### config.mk
export PLATFORM = sky130hd
export DESIGN_NAME = pipeline_ctrl
export DESIGN_NICKNAME = d
export VERILOG_FILES = /design/src/rtl/pipeline_pkg.sv /design/src/rtl/pipe_perf_cnt.sv /design/src/rtl/pipeline_ctrl.sv
export SDC_FILE = /design/constraint.sdc
export NUM_CORES = 1
export LEC_CHECK = 0
export ABC_AREA = 1
export CAP_MARGIN = 10
export CORE_ASPECT_RATIO = 2
export CORE_MARGIN = 2
export CORE_UTILIZATION = 50
export DETAILED_ROUTE_END_ITERATION = 6
export PLACE_DENSITY = 0.82
export SLEW_MARGIN = 20
export SYNTH_ARGS = -nofsm -noshare
export SYNTH_HDL_FRONTEND = slang
export SYNTH_SLANG_ARGS = --single-unit
### constraint.sdc
create_clock -name clk -period 2.6 [get_ports clk]
set_input_delay 0.52 -clock clk [delete_from_list [all_inputs] [get_ports clk]]
set_output_delay 0.52 -clock clk [all_outputs]
set_load 0.1 [all_outputs]
### src/rtl/pipeline_pkg.sv
// Shared definitions for the pipeline stall/flush sequencer: FSM encodings, default latencies
// and counter width.
package pipeline_pkg;

  localparam logic [0:0] StRun    = 1'b0;
  localparam logic [0:0] StMdBusy = 1'b1;

  localparam int unsigned MulCyclesDef = 4;
  localparam int unsigned DivCyclesDef = 16;
  localparam int unsigned CntWDef      = 32;

  // Down-counter width for a given maximum MUL/DIV latency; never narrower than one bit.
  function automatic int unsigned md_cnt_width(input int unsigned max_lat);
    return (max_lat > 1) ? $clog2(max_lat) : 1;
  endfunction

endpackage

### src/rtl/pipe_perf_cnt.sv
// Enable-driven wrapping performance counter with synchronous active-high reset.
module pipe_perf_cnt
  import pipeline_pkg::*;
#(
  parameter int unsigned Width = CntWDef
) (
  input  logic             clk,
  input  logic             rst,
  input  logic             en,
  output logic [Width-1:0] count
);

  logic [Width-1:0] count_q;

  always_ff @(posedge clk) begin
    if (rst) begin
      count_q <= '0;
    end else if (en) begin
      count_q <= count_q + 1'b1;
    end
  end

  assign count = count_q;

endmodule

### src/rtl/pipeline_ctrl.sv
// Stall/flush sequencer for the 5-stage pipeline: arbitrates branch redirects, MUL/DIV freezes
// and load-use stalls into per-stage write enables and flushes, with perf counters.
module pipeline_ctrl
  import pipeline_pkg::*;
#(
  parameter int unsigned MUL_CYCLES = MulCyclesDef,
  parameter int unsigned DIV_CYCLES = DivCyclesDef,
  parameter int unsigned CNT_W      = CntWDef
) (
  input  logic             clk,
  input  logic             rst,
  input  logic             hz_stall,
  input  logic             branch_ex,
  input  logic             md_start,
  input  logic             md_is_div,
  output logic             pc_we,
  output logic             if_id_we,
  output logic             if_id_flush,
  output logic             id_ex_we,
  output logic             id_ex_flush,
  output logic             ex_mem_flush,
  output logic             mem_wb_we,
  output logic             md_busy,
  output logic             md_done,
  output logic [CNT_W-1:0] stall_cycles,
  output logic [CNT_W-1:0] flush_events
);

  localparam int unsigned MaxLat = (MUL_CYCLES > DIV_CYCLES) ? MUL_CYCLES : DIV_CYCLES;
  localparam int unsigned MdCntW = md_cnt_width(MaxLat);

  logic [0:0]        state_q, state_d;
  logic [MdCntW-1:0] md_cnt_q, md_cnt_d;
  logic [31:0]       lat;
  logic              flush_inc;
  logic              stall_inc;

  always_comb begin
    pc_we        = 1'b1;
    if_id_we     = 1'b1;
    if_id_flush  = 1'b0;
    id_ex_we     = 1'b1;
    id_ex_flush  = 1'b0;
    ex_mem_flush = 1'b0;
    mem_wb_we    = 1'b1;
    md_busy      = 1'b0;
    md_done      = 1'b0;
    state_d      = state_q;
    md_cnt_d     = md_cnt_q;
    flush_inc    = 1'b0;
    lat          = md_is_div ? 32'(DIV_CYCLES) : 32'(MUL_CYCLES);

    if (rst) begin
      pc_we        = 1'b0;
      if_id_we     = 1'b0;
      if_id_flush  = 1'b1;
      id_ex_we     = 1'b0;
      id_ex_flush  = 1'b1;
      ex_mem_flush = 1'b1;
      mem_wb_we    = 1'b0;
    end else if (state_q == StMdBusy && md_cnt_q != '0) begin
      // EX holds the MUL/DIV: freeze the front end and bubble MEM.
      pc_we        = 1'b0;
      if_id_we     = 1'b0;
      id_ex_we     = 1'b0;
      ex_mem_flush = 1'b1;
      md_busy      = 1'b1;
      md_cnt_d     = md_cnt_q - 1'b1;
    end else begin
      // RUN, or the release cycle of MD_BUSY (md_start is not sampled on release).
      if (state_q == StMdBusy) begin
        md_done = 1'b1;
        state_d = StRun;
      end
      if (branch_ex) begin
        if_id_flush = 1'b1;
        id_ex_flush = 1'b1;
        flush_inc   = 1'b1;
      end else if (state_q == StRun && md_start && lat >= 32'd2) begin
        pc_we        = 1'b0;
        if_id_we     = 1'b0;
        id_ex_we     = 1'b0;
        ex_mem_flush = 1'b1;
        md_busy      = 1'b1;
        md_cnt_d     = MdCntW'(lat - 32'd2);
        state_d      = StMdBusy;
      end else if (hz_stall) begin
        pc_we       = 1'b0;
        if_id_we    = 1'b0;
        id_ex_flush = 1'b1;
      end
    end
  end

  always_ff @(posedge clk) begin
    if (rst) begin
      state_q  <= StRun;
      md_cnt_q <= '0;
    end else begin
      state_q  <= state_d;
      md_cnt_q <= md_cnt_d;
    end
  end

  assign stall_inc = ~rst & ~pc_we;

  pipe_perf_cnt #(
    .Width(CNT_W)
  ) u_stall_cnt (
    .clk  (clk),
    .rst  (rst),
    .en   (stall_inc),
    .count(stall_cycles)
  );

  pipe_perf_cnt #(
    .Width(CNT_W)
  ) u_flush_cnt (
    .clk  (clk),
    .rst  (rst),
    .en   (flush_inc),
    .count(flush_events)
  );

endmodule

==> results.py <==
metrics = {
    "global_route": {
        "grt_pass1_wl_microns": 18900,
        "grt_overflow_total": 0,
        "grt_pass1_vias": 4156,
        "antenna_found_initial": 0,
        "grt_max_degree": 45,
        "grt_use_total_pct": 29.0,
    },
    "final_layout": {
        "fillCellCount": 694,
        "layout_commonest_cell": "nand2_1",
        "n_antenna_cell": 0,
        "multiInputGateArea_sq_um": 2200,
        "post-route-util_pct": 67.3,
        "area_growth_pct": 30.1,
        "drive_above_1_share_pct": 18.2,
        "regArea_sq_um": 1380,
        "layout.nets": 731,
        "final_cell_mix": "173 x nand2_1, 136 x nor2_1, 74 x buf_4, 73 x inv_1, 69 x dfxtp_1",
        "stdcell_area_sq_um": 5120,
    },
    "placed_design": {
        "port_buffers": 78,
        "place_area_sq_um": 4780,
        "gp_congestion": 1.00,
        "pre_cts_ws_ps": 228,
        "dpl.hpwl_microns": 9240,
    },
    "synthesis": {
        "synth-seq-area-share_pct": 35.1,
        "synth_xor_area_share_pct": 1.11,
        "synthAdderAreaFrac_pct": 0.955,
        "synth_cells": 636,
        "synth_top_family_by_area": "simple AND/OR/NAND/NOR gates",
        "synth_cell_types": 35,
        "yosys-mux-area-fraction_pct": 0,
        "synth_compound_area_share_pct": 6.59,
        "avgSynthCellArea_sq_um": 6.18,
        "synth-seq-cells": 69,
        "netlist_area_sq_um": 3930,
        "yosys.area_share.simple_pct": 46.8,
        "synth_nets": 645,
        "ys_warn_count": 0,
    },
    "timing": {
        "finalHoldViolations": 0,
        "worst_pin_slew_ps": 407,
        "min_period_over_period_pct": 92.8,
        "slew_headroom_pct": 72.9,
        "finalCriticalPeriod_ps": 2410,
        "setup_slack_ps": 188,
        "fmax_ghz": 0.415,
        "setup-violations-final": 0,
        "rsz0062_at_grt": "no",
        "clock-skew-final_ps": 9.16,
        "slew_viol_final": 0,
    },
    "power": {
        "p_sw_uw": 718,
        "power_leakage_uw": 0.00229,
        "pwr-share-clk_pct": 49.7,
        "power.density_nw_per_um2": 551,
        "seq_power_share_pct": 38.4,
        "peakVddDrop_mv": 0.524,
        "p_int_uw": 2100,
        "swShare_pct": 25.5,
        "pwr-share-comb_pct": 11.8,
    },
    "setup_path": {
        "crit_fanout": 5,
        "crit_family": "simple AND/OR/NAND/NOR gates",
        "path_cells": "inv_1, ha_1, nand2_2, nand2_4, nand2_1, nand2_1, nor2_2, buf_12",
        "critPathMaxStageDelay_ps": 350,
        "start_kind": "flip-flop",
        "crit_slowest_cell": "dfxtp_1",
        "cpMostUsedCell": "nand2_1",
        "worst_setup_path_end_kind": "output pin",
        "required_ps": 2080,
        "arrival_ps": 1890,
        "path_class": "reg2out",
        "path_buf_inv": 2,
    },
    "clocking": {
        "cts_tree": "built",
        "cts_sinks": 69,
        "postCtsResizedCells": 0,
        "cts_hold_buf": 0,
        "cts_buffers": 9,
        "path_clk_slew_ps": 60,
        "cts_root_buf": "clkbuf_16",
        "h-tree-depth": 3,
        "post_cts_buffers": 0,
        "clock_latency_ps": 330,
        "clock_path_buffers": 2,
    },
    "min_path": {
        "hold_path.class": "reg2reg",
    },
    "floorplan": {
        "row_count": 45,
        "die_w_microns": 66.7,
        "start_util_pct": 51.7,
        "io_pins": 79,
        "coreArea_sq_um": 7600,
        "die-area_sq_um": 8630,
        "die_h_microns": 129,
    },
    "route": {
        "ant_nets": 0,
        "vias": 4405,
        "drc_errors": 0,
        "drt_wl_total_microns": 11800,
        "drt_iter0_markers": 300,
        "routedWlPerCell_microns": 14.4,
        "via_per_inst": 5.37,
        "dr.pass1.iters": 6,
    },
    "job": {
        "cap_viol_max_count": 0,
    },
    "outcome": {
        "status": "finished, final reports clean",
    },
}
[registers in the layout, summed over array words and instances, names as in the netlist]
| signal | cells |
|---|---|
| u_stall_cnt.count | 32 |
| md_cnt_q | 4 |
| u_flush_cnt.count | 32 |
| state_q | 1 |
[Yosys cell counts]
| library cell | n | area share (%) |
|---|---|---|
| buf_6 | 1 | 0.29 |
| a22o_1 | 1 | 0.22 |
| dfxtp_1 | 69 | 35 |
| xor2_1 | 3 | 0.67 |
| o21ai_1 | 7 | 0.89 |
| o22ai_1 | 1 | 0.16 |
| nand3_2 | 3 | 0.76 |
| buf_2 | 6 | 0.76 |
| nor3b_2 | 1 | 0.32 |
| nor2_4 | 2 | 0.57 |
| nand2_1 | 173 | 17 |
| o21bai_1 | 3 | 0.57 |
| ha_1 | 3 | 0.95 |
| a21oi_2 | 1 | 0.22 |
| nand2_4 | 3 | 0.86 |
| nor3_2 | 1 | 0.25 |
| inv_2 | 5 | 0.48 |
| xnor2_1 | 2 | 0.45 |
| clkbuf_1 | 1 | 0.095 |
| buf_1 | 2 | 0.19 |
| nor3b_1 | 3 | 0.57 |
| a21oi_1 | 27 | 3.4 |
| nand4_1 | 15 | 2.4 |
| nor2_8 | 1 | 0.51 |
| nor2_1 | 137 | 13 |
| and3_1 | 4 | 0.64 |
| nand3_1 | 47 | 6.0 |
| o21ai_0 | 7 | 0.89 |
| buf_4 | 3 | 0.57 |
| nor3_1 | 14 | 1.8 |
| nand2_2 | 2 | 0.32 |
| inv_1 | 73 | 7.0 |
| a21o_1 | 1 | 0.19 |
| nor2_2 | 12 | 1.9 |
| nand3b_1 | 2 | 0.38 |
[path summary, 6_finish.rpt]
| check | start | to | slack [ps] | cells after the start |
|---|---|---|---|---|
| max | md_cnt_q[0] | md_busy | 190 | 8 |
| min | md_cnt_q[0] | md_cnt_q[0] | 480 | 1 |
| max reg2reg | md_cnt_q[0] | u_stall_cnt.count[24] | 760 | 9 |
| min reg2reg | md_cnt_q[0] | md_cnt_q[0] | 480 | 1 |
[stage by stage]
stage | TNS, ps | cells | power, uW | hold WS [ps]
3_3_place_gp | 0 | 805 | 1430 | 439
6_report | 0 | 821 | 2820 | 481
3_5_place_dp | 0 | 805 | 1440 | 477
5_1_grt | 0 | 821 | 2900 | 493
2_1_floorplan | -269 | 636 | 1340 | 426
4_1_cts | 0 | 821 | 2830 | 483
[kinds of logic (layout without fill, tap and decap cells)]
group           after synthesis  count (layout)
simple gates                420             420
buf+inv                      91             182
flops                        69              69
compound gates               48              48
xor+xnor                      5               5
fa+ha+maj                     3               3
[routing by layer]
layer	part of all wire (%)	vias up	track usage, %
met5	0	-	0
li1	-	2177	-
met3	4.4	57	4.60
met4	6.6	0	22.2
met2	55	166	54.1
met1	34	2005	26.7
[area by class of cell]
cell class	count	area share [%]
Timing Repair Buffer	88	15.4
Clock inverter	6	2.18
Sequential cell	69	27.0
Tap cell	94	2.30
Clock buffer	10	4.48
Multi-Input combinational cell	476	43.0
Inverter	78	5.72
[power groups by stage]
stage	Clock (uW)	Sequential, uW	Combinational [uW]
final	1400	1080	333
after global routing	1470	1080	352
after CTS	1410	1080	334
after detailed placement	0	1110	333
after global placement	0	1110	326
after floorplan	0	1150	187
Power figures use the tool's default switching activity.
